===== src/rtl/matrix_inverter.sv =====
// rtl/matrix_inverter.sv - sequential 3x3 sign-magnitude matrix inverter (cofactor / determinant / restoring divide)
// Optional MATRIX_INVERTER_ROUND_EN: round quotients to nearest instead of truncating.
module matrix_inverter #(
    parameter int MSIZE = 9,
    parameter int FBITS = 7
) (
    input  logic             clock,
    input  logic             rst_n,
    input  logic             start,
    input  logic [MSIZE-1:0] M00,
    input  logic [MSIZE-1:0] M01,
    input  logic [MSIZE-1:0] M02,
    input  logic [MSIZE-1:0] M10,
    input  logic [MSIZE-1:0] M11,
    input  logic [MSIZE-1:0] M12,
    input  logic [MSIZE-1:0] M20,
    input  logic [MSIZE-1:0] M21,
    input  logic [MSIZE-1:0] M22,
    output logic             busy,
    output logic             done,
    output logic             singular,
    output logic [MSIZE-1:0] I00,
    output logic [MSIZE-1:0] I01,
    output logic [MSIZE-1:0] I02,
    output logic [MSIZE-1:0] I10,
    output logic [MSIZE-1:0] I11,
    output logic [MSIZE-1:0] I12,
    output logic [MSIZE-1:0] I20,
    output logic [MSIZE-1:0] I21,
    output logic [MSIZE-1:0] I22
);
    localparam int TW  = MSIZE + 1;
    localparam int CW  = 2 * (MSIZE - 1) + 2;
    localparam int DW  = 3 * (MSIZE - 1) + 3;
    localparam int QW  = MSIZE - 1;
    localparam int WW  = DW + MSIZE;
    localparam int CYW = $clog2(MSIZE);
    localparam logic [CYW-1:0] LAST = CYW'(MSIZE - 1);

    typedef enum logic [2:0] {S_IDLE, S_LOAD, S_COF, S_DET, S_SGCK, S_DIV, S_DONE} state_t;

    state_t state, state_next;

    logic [MSIZE-1:0]       m_in  [9];
    logic [MSIZE-1:0]       m_reg [9];
    logic signed [TW-1:0]   m_tc  [9];
    logic signed [CW-1:0]   cof   [9];
    logic [MSIZE-1:0]       res   [9];
    logic [MSIZE-1:0]       i_reg [9];
    logic signed [CW-1:0]   tmp;
    logic signed [DW-1:0]   det;
    logic [4:0]             step;
    logic [1:0]             row, col;
    logic [CYW-1:0]         cyc;
    logic [WW-1:0]          rem, dsh;
    logic [QW-1:0]          q;
    logic                   sat, qsign;

    logic [1:0]             r1, r2, c1, c2;
    logic signed [DW-1:0]   mul_a, mul_b, prod;
    logic signed [CW-1:0]   cnum;
    logic [CW-1:0]          cmag;
    logic [DW-1:0]          dmag;
    logic [WW-1:0]          n_full, dlim;
    logic                   ge;
    logic [QW-1:0]          q_next;
    logic [MSIZE-1:0]       res_word;

    function automatic logic [1:0] inc3(input logic [1:0] r);
        return (r == 2'd2) ? 2'd0 : r + 2'd1;
    endfunction

    function automatic logic [3:0] at(input logic [1:0] r, input logic [1:0] c);
        return {2'b00, r} + {2'b00, r} + {2'b00, r} + {2'b00, c};
    endfunction

    function automatic logic signed [DW-1:0] sext_tc(input logic signed [TW-1:0] v);
        return {{(DW-TW){v[TW-1]}}, v};
    endfunction

    function automatic logic signed [DW-1:0] sext_cof(input logic signed [CW-1:0] v);
        return {{(DW-CW){v[CW-1]}}, v};
    endfunction

    assign m_in[0] = M00;
    assign m_in[1] = M01;
    assign m_in[2] = M02;
    assign m_in[3] = M10;
    assign m_in[4] = M11;
    assign m_in[5] = M12;
    assign m_in[6] = M20;
    assign m_in[7] = M21;
    assign m_in[8] = M22;

    assign I00 = i_reg[0];
    assign I01 = i_reg[1];
    assign I02 = i_reg[2];
    assign I10 = i_reg[3];
    assign I11 = i_reg[4];
    assign I12 = i_reg[5];
    assign I20 = i_reg[6];
    assign I21 = i_reg[7];
    assign I22 = i_reg[8];

    // Cyclic row/column indexing gives the cofactor sign for free in 3x3.
    always_comb begin
        r1    = inc3(row);
        r2    = inc3(r1);
        c1    = inc3(col);
        c2    = inc3(c1);
        mul_a = '0;
        mul_b = '0;
        if (state == S_DET) begin
            mul_a = sext_tc(m_tc[at(2'd0, step[1:0])]);
            mul_b = sext_cof(cof[at(2'd0, step[1:0])]);
        end else begin
            mul_a = sext_tc(m_tc[at(r1, step[0] ? c2 : c1)]);
            mul_b = sext_tc(m_tc[at(r2, step[0] ? c1 : c2)]);
        end
    end

    assign prod = mul_a * mul_b;

    always_comb begin
        cnum = cof[at(col, row)];
        cmag = cnum[CW-1] ? -cnum : cnum;
        dmag = det[DW-1] ? -det : det;
`ifdef MATRIX_INVERTER_ROUND_EN
        n_full = {{(WW-CW-2*FBITS){1'b0}}, cmag, {(2*FBITS){1'b0}}}
               + {{(WW-DW+1){1'b0}}, dmag[DW-1:1]};
`else
        n_full = {{(WW-CW-2*FBITS){1'b0}}, cmag, {(2*FBITS){1'b0}}};
`endif
        dlim     = {{(WW-DW-QW){1'b0}}, dmag, {QW{1'b0}}};
        ge       = rem >= dsh;
        q_next   = sat ? q : {q[QW-2:0], ge};
        res_word = {qsign & (|q_next), q_next};
    end

    always_comb begin
        state_next = state;
        case (state)
            S_IDLE: if (start) state_next = S_LOAD;
            S_LOAD: state_next = S_COF;
            S_COF:  if (step == 5'd17) state_next = S_DET;
            S_DET:  if (step == 5'd2) state_next = S_SGCK;
            S_SGCK: state_next = (det == '0) ? S_DONE : S_DIV;
            S_DIV:  if (cyc == LAST && row == 2'd2 && col == 2'd2) state_next = S_DONE;
            S_DONE: state_next = S_IDLE;
            default: state_next = S_IDLE;
        endcase
    end

    always_ff @(posedge clock) begin
        if (!rst_n) state <= S_IDLE;
        else        state <= state_next;
    end

    always_ff @(posedge clock) begin
        if (!rst_n) begin
            for (int k = 0; k < 9; k++) begin
                m_reg[k] <= '0;
                m_tc[k]  <= '0;
                cof[k]   <= '0;
                res[k]   <= '0;
                i_reg[k] <= '0;
            end
            tmp      <= '0;
            det      <= '0;
            step     <= '0;
            row      <= '0;
            col      <= '0;
            cyc      <= '0;
            rem      <= '0;
            dsh      <= '0;
            q        <= '0;
            sat      <= 1'b0;
            qsign    <= 1'b0;
            busy     <= 1'b0;
            done     <= 1'b0;
            singular <= 1'b0;
        end else begin
            busy <= (state_next != S_IDLE);
            done <= (state_next == S_DONE);
            case (state)
                S_IDLE: begin
                    if (start) for (int k = 0; k < 9; k++) m_reg[k] <= m_in[k];
                end
                S_LOAD: begin
                    for (int k = 0; k < 9; k++)
                        m_tc[k] <= m_reg[k][MSIZE-1] ? -$signed({2'b00, m_reg[k][MSIZE-2:0]})
                                                     :  $signed({2'b00, m_reg[k][MSIZE-2:0]});
                    det  <= '0;
                    step <= '0;
                    row  <= '0;
                    col  <= '0;
                    cyc  <= '0;
                end
                S_COF: begin
                    if (!step[0]) begin
                        tmp <= prod[CW-1:0];
                    end else begin
                        cof[at(row, col)] <= tmp - prod[CW-1:0];
                        col <= inc3(col);
                        if (col == 2'd2) row <= inc3(row);
                    end
                    step <= (step == 5'd17) ? 5'd0 : step + 5'd1;
                end
                S_DET: begin
                    det  <= det + prod;
                    step <= step + 5'd1;
                end
                S_DIV: begin
                    // First cycle screens for overflow; the rest shift out one quotient bit each.
                    if (cyc == '0) begin
                        qsign <= cnum[CW-1] ^ det[DW-1];
                        if (n_full >= dlim) begin
                            sat <= 1'b1;
                            q   <= '1;
                        end else begin
                            sat <= 1'b0;
                            rem <= n_full;
                            dsh <= dlim >> 1;
                            q   <= '0;
                        end
                    end else begin
                        if (!sat && ge) rem <= rem - dsh;
                        dsh <= dsh >> 1;
                        q   <= q_next;
                    end
                    if (cyc == LAST) begin
                        res[at(row, col)] <= res_word;
                        cyc <= '0;
                        col <= inc3(col);
                        if (col == 2'd2) row <= inc3(row);
                    end else begin
                        cyc <= cyc + CYW'(1);
                    end
                end
                default: ;
            endcase
            if (state_next == S_DONE) begin
                singular <= (det == '0);
                for (int k = 0; k < 9; k++) begin
                    if (det == '0)
                        i_reg[k] <= '0;
                    else if (state == S_DIV && 4'(k) == at(row, col))
                        i_reg[k] <= res_word;
                    else
                        i_reg[k] <= res[k];
                end
            end
        end
    end
endmodule

===== config.mk =====
export PLATFORM = sky130hd
export DESIGN_NAME = matrix_inverter
export DESIGN_NICKNAME = d
export VERILOG_FILES = /design/src/rtl/matrix_inverter.sv
export SDC_FILE = /design/constraint.sdc
export NUM_CORES = 2
export LEC_CHECK = 0
export CORE_UTILIZATION = 45
export DETAILED_ROUTE_END_ITERATION = 6
export GPL_ROUTABILITY_DRIVEN = 0
export MAX_ROUTING_LAYER = met4
export PLACE_DENSITY = 0.62
export SLEW_MARGIN = 25
export SYNTH_ARGS = -nofsm -noshare
export SYNTH_HDL_FRONTEND = slang
export SYNTH_SLANG_ARGS = --single-unit

===== constraint.sdc =====
create_clock -name clock -period 25.3 [get_ports clock]
set_input_delay 5.06 -clock clock [delete_from_list [all_inputs] [get_ports clock]]
set_output_delay 5.06 -clock clock [all_outputs]
set_load 0.02 [all_outputs]

After elaboration in Yosys (flattened, before gate mapping)
Memories as Yosys holds them, arrays and structs flattened. A register that Yosys moved wholly into a read port is not among the register bits.
Cells that the tools add are included.
- flip-flop bits (word level): 146
- memory bits (writable): 495
- input port bits: 84
- output and inout port bits: 84
- word-level logic and storage cells: 369
- memories kept: 5
- memories (name ; depth ; bits a word ; rd ports ; clocked after Yosys merged registers in ; write ports ; RTL line ; RTL):
    cof ; 9 ; 18 ; 2 ; 1 ; 9 ; 47 ; logic signed [CW-1:0] cof [9];
    m_tc ; 9 ; 10 ; 3 ; 1 ; 9 ; 46 ; logic signed [TW-1:0] m_tc [9];
    i_reg ; 9 ; 9 ; 9 ; 0 ; 9 ; 49 ; logic [MSIZE-1:0] i_reg [9];
    m_reg ; 9 ; 9 ; 9 ; 0 ; 9 ; 45 ; logic [MSIZE-1:0] m_reg [9];
    res ; 9 ; 9 ; 9 ; 0 ; 9 ; 48 ; logic [MSIZE-1:0] res [9];
- add/sub/neg operators: 32
- multipliers: 1
- magnitude comparators: 2
- eq/ne operators: 24
- mux-type cells: 211
- bitwise logic cells: 48
- reduce and logical (&&, ||, !) cells: 31
- operators by type and width (operator ; count):
    $mux 9 ; 37
    $mux 10 ; 18
    $mux 36 ; 5
    $mux 1 ; 113
    $neg 8->10 ; 9
    $mux 27 ; 3
    $pmux 27 s2 ; 1
    $or 1x1->1 ; 45
    $ge 36x36->1 ; 1
    $mux 18 ; 2
    $sub 36x36->36 ; 1
    $ge 32x35->1 ; 1
    $mux 4 ; 7
    $add 27x27->27 ; 1
    $logic_not 27->1 ; 1
    $mul 27x27->27 ; 1
    $neg 27->27 ; 1
    $mux 2 ; 12
    $mux 8 ; 3
    $neg 18->18 ; 1
    $pmux 3 s6 ; 1
    $reduce_or 18->1 ; 1
    $sub 18x18->18 ; 1
    $add 3x2->4 ; 4
    35 further kinds ; 79

Depth between registers and ports, before layout
- depth in word-level cells: 12
- depth in mapped cells: 49
- gate-level depth less buffers: 48

Worst setup path before layout
OpenSTA, ideal clock, no wires.
- kind: flip-flop to flip-flop
- from: reg row[1]
- to: reg det[26]
- setup time: 0.122 ns
- data arrival time: 10.310 ns
- setup slack: 14.867 ns
- cell stages (with the launch flop): 44
- clock period less this slack: 10.433 ns
- cells stage by stage: dfxtp_1 > inv_1 > ha_1 > inv_1 > ha_1 > ha_1 > ha_1 > fa_1 > clkbuf_1 > clkbuf_1 > mux4_2 > mux2i_1 > nor2_1 > a21oi_1 > nor2_1 > a21oi_1 > nor2_1 > inv_1 > [... 8 more ...] > fa_1 > inv_1 > fa_1 > inv_1 > ha_1 > o41ai_1 > xnor2_1 > ha_1 > a21o_1 > a21oi_1 > o21ai_0 > a21oi_1 > o21a_1 > o21bai_1 > a21oi_1 > xnor2_1 > xnor2_1 > o21ai_0
- longest elaborated chain between the ends: 12
- ends and longest elaborated chain (element ; RTL line ; RTL):
    start, declared ; 53 ; logic [1:0] row, col;
    start signal, assigned ; 205 ; if (col == 2'd2) row <= inc3(row);
    start signal, assigned ; 235 ; if (col == 2'd2) row <= inc3(row);
    $add 2x1->2 / $eq 2x2->1 (equally long branches) ; 70 ; return (r == 2'd2) ? 2'd0 : r + 2'd1;
    $mux 2 * ; 70 ;
    $add 2x1->2 / $eq 2x2->1 (equally long branches) ; 70 ;
    $mux 2 ; 70 ;
    $add 2x2->3 ; 74 ; return {2'b00, r} + {2'b00, r} + {2'b00, r} + {2'b00, c};
    $add 3x2->4 ; 74 ;
    $add 4x2->4 ; 74 ;
    $mem_v2 9x10 * ; -- ;
    $mux 27 ; 113 ; if (state == S_DET) begin
    $mul 27x27->27 * ; 122 ; assign prod = mul_a * mul_b;
    $add 27x27->27 * ; 210 ; det <= det + prod;
    $pmux 27 s2 * ; 185 ; case (state)
    end signal, assigned ; 210 ;
    end, declared ; 51 ; logic signed [DW-1:0] det;
Mark *: on every way between the ends. The rest lies on a longest branch, timed or not.
A chain may end at the register's enable or synchronous reset.

Final worst setup path
- from: reg row[1]
- to: reg det[26]
- longest elaborated chain between the ends: 12
- ends and longest elaborated chain (element ; RTL line ; RTL):
    $add 2x1->2 / $eq 2x2->1 (equally long branches) ; 70 ;
    $mux 2 * ; 70 ;
    $add 2x1->2 / $eq 2x2->1 (equally long branches) ; 70 ;
    $mux 2 ; 70 ;
    $add 2x2->3 ; 74 ;
    $add 3x2->4 ; 74 ;
    $add 4x2->4 ; 74 ;
    $mem_v2 9x10 * ; -- ;
    $mux 27 ; 113 ;
    $mul 27x27->27 * ; 122 ;
    net prod[15] ; 60 ; logic signed [DW-1:0] mul_a, mul_b, prod;
    $add 27x27->27 * ; 210 ;
    $pmux 27 s2 * ; 185 ;
Mark *: on every way through the listed nets, which the timed path passes. The rest lies on a longest branch.

==> flow_metrics.env <==
export IMPL_period_minus_slack_ns=11.73
export IMPL_regArea_um2=21600
export IMPL_track_usage_pct=22.5
export IMPL_antenna_found_initial=1
export IMPL_clkLatencyLatePin_ns=0.68
export IMPL_ys_warn_count=0
export IMPL_slew_viol_final=0
export IMPL_drtAntennaViolNets=0
export IMPL_synth_distinct_cells=81
export IMPL_grt_pass1_wl_um=182000
export IMPL_synth_area_per_cell_um2=11.1
export IMPL_cts_sinks=767
export IMPL_cp_required_ns=25.84
export IMPL_syn_instance_count=4302
export IMPL_drc=21
export IMPL_die_area_um2=108000
export IMPL_io_pins=168
export IMPL_top_register="cof"
export IMPL_wl_per_cell_um=19.8
export IMPL_largest_register_ffs=288
export IMPL_crit_arrival_ns=12.28
export IMPL_reg_top3="cof x288, m_tc x90"
export IMPL_cts_htree_levels=3
export IMPL_cp_max_fo=20
export IMPL_hold_class="reg -> reg"
export IMPL_fin_setup_tns_ns=0
export IMPL_cts_buffers=86
export IMPL_syn_nets=4845
export IMPL_critPathMaxStageDelay_ns=1.21
export IMPL_coreArea_um2=105000
export IMPL_vias_per_cell=5.43
export IMPL_postCtsHoldBufs=0
export IMPL_drive_gt1_share_pct=11.6
export IMPL_maxCapViolations=0
export IMPL_cts_path_max_buffers=3
export IMPL_fmax_mhz=85.2
export IMPL_drt_wl_total_um=117000
export IMPL_die_w_um=328
export IMPL_worstMarginPinSlew_ns=1.07
export IMPL_cts_tree="yes"
export IMPL_drtIter0Drc=2393
export IMPL_start_util_pct=45.4
export IMPL_critical_path_class="reg -> reg"
export IMPL_port_buffers=167
export IMPL_rsz0062_at_grt="no"
export IMPL_cp_slowest_cell="fa_1"
export IMPL_syn_to_final_growth_pct=13.4
export IMPL_ys_async_sr_fraction_pct=0
export IMPL_dr_total_vias=32000
export IMPL_grt_max_degree=82
export IMPL_synth_edf_count=621
export IMPL_synth_seq_cells=767
export IMPL_fill_cells=9270
export IMPL_diodes=0
export IMPL_rows=119
export IMPL_slew_headroom_pct=26.9
export IMPL_die_h_um=328
export IMPL_start_kind="flip-flop"
export IMPL_ys_seq_area_share_pct=45.1
export IMPL_outcome="finished, violations left"
export IMPL_cts_resized=0
export IMPL_multiInputGateArea_um2=24000
export IMPL_cts_root_buf="clkbuf_16"
export IMPL_grt_remaining_overflow=0
export IMPL_clkTransAtPathRegs_ns=0.06
export IMPL_dpl_hpwl_um=84000
export IMPL_end_kind="flip-flop"
export IMPL_hold_viol=0
export IMPL_synthFlopType="edfxtp_1"
export IMPL_setup_viol=0
export IMPL_grt_pass1_vias=31500
export IMPL_fin_skew_ns=0.0398
export IMPL_fin_crit_sh_pct=46.4
export IMPL_violations="design-rule violations"
export IMPL_drt_pass1_iterations=7
export IMPL_path_common_cell="ha_1"
export IMPL_nets=4968
export IMPL_netlist_area_um2=47900
export IMPL_cts_setup_buffers=0
worst max-delay path: cells and delay by family (launching register included):
kind | cells | cell delay (ns)
and+or+nand+nor | 7 | 0.71
buffers and inverters | 5 | 0.37
xor gates and xnor gates | 3 | 0.52
muxes | 2 | 0.55
AOI/OAI and AO/OA | 16 | 3.62
adders and majority gates | 14 | 5.41
DFF | 1 | 0.40
cell type report:
| class | instances | share of cell area (%) |
|---|---|---|
| tap | 1391 | 3.21 |
| clock inverter | 49 | 1.25 |
| clock buffer | 111 | 4.35 |
| sequential | 767 | 39.7 |
| inverter | 434 | 3.01 |
| timing repair buffer | 240 | 4.13 |
| multi-input combinational | 2896 | 44.3 |
through the flow:
stage	util, %	hold slack (ns)	instance area, um2	std cells	setup WS [ns]
6_report	51.5	0.463	54300	5888	13.57
3_3_place_gp	48.5	0.446	51200	5726	13.75
4_1_cts	51.4	0.462	54200	5886	13.53
2_1_floorplan	-	0.436	47900	4302	14.87
5_1_grt	51.5	0.480	54300	5888	12.61
3_5_place_dp	48.6	0.452	51200	5726	13.59
worst paths after layout:
check / startpoint / end / slack, ns / depth (start not counted)
max: row[1] / det[26] / 13.57 / 47
max reg2reg: row[1] / det[26] / 13.57 / 47
min reg2reg: rem[5] / rem[5] / 0.46 / 2
min: rem[5] / rem[5] / 0.46 / 2
cell families (layout without fill, tap and decap cells):
kind of cell,count (synthesis),in the layout,share of synthesized area (%)
AND/OR/NAND/NOR,1379,1379,12.7
flip-flops,767,767,45.1
buffers and inverters,639,834,5.17
AO/OA/AOI/OAI,631,631,9.10
adder cells (fa/ha/maj),459,459,15.5
multiplexers,218,218,8.67
XOR/XNOR,209,209,3.85
cell usage in the layout, fill, tap and decap left out, types with 11 or more instances in the layout:
master and instances:
o31ai_1 27, clkinv_2 13, mux2i_1 51, or3_1 17
xor2_1 106, nand3_1 34, nor4_1 12, ha_1 237
nand2b_1 35, buf_4 71, and3_1 12, mux4_2 157
a21o_1 40, fa_1 220, o21ai_0 109, bufinv_16 11
clkbuf_1 14, edfxtp_1 621, dfxtp_1 145, inv_1 431
a211oi_1 53, nor2_1 786, or2_2 46, nand2_1 232
a21oi_1 190, a31oi_1 16, clkdlybuf4s50_1 166, o21bai_1 15
xnor2_1 99, and2_1 86, clkbuf_16 87, nor2b_1 38
nor3_1 24, a211oi_2 62, o21a_1 18, clkinv_1 11
a22oi_1 27
Yosys cell counts, drive strengths merged, types with 4 or more instances:
library cell / count / area, um2
and2: 86 / 538
and3: 12 / 75.1
o21ai: 117 / 586
nand3: 34 / 170
inv: 432 / 1620
nand3b: 4 / 30.0
or3: 19 / 124
buf: 43 / 239
o22a: 4 / 35.0
nor2: 789 / 2960
a21boi: 10 / 75.1
o31ai: 28 / 224
nand4: 10 / 62.6
o21a: 18 / 135
ha: 239 / 2990
a21oi: 191 / 956
xor2: 107 / 937
xnor2: 101 / 885
a22oi: 27 / 203
nor4b: 4 / 35.0
clkbuf: 162 / 608
o41ai: 10 / 87.6
o21bai: 15 / 113
fa: 220 / 4400
a31oi: 17 / 113
or4: 11 / 86.3
nor3: 27 / 135
mux4: 157 / 3540
nor4: 15 / 100
o211ai: 5 / 37.5
nand2: 236 / 888
a311oi: 4 / 35.0
edfxtp: 621 / 18600
or2: 46 / 288
a21o: 40 / 300
nand2b: 35 / 219
mux2i: 58 / 581
nor2b: 38 / 238
a211oi: 115 / 1170
a2111oi: 4 / 41.3
dfxtp: 146 / 2920
metal layers:
metal | up-vias | global-route usage (%) | share of wire [%]
met5 | - | - | 0
li1 | 15200 | - | -
met4 | 0 | 7.05 | 3.0
met2 | 867 | 36.9 | 49
met3 | 162 | 2.49 | 5.0
met1 | 15800 | 29.4 | 43
Power is left out: the tool's default activity adds up to more than one toggle a clock period on the data nets, which glitch-free logic cannot reach.
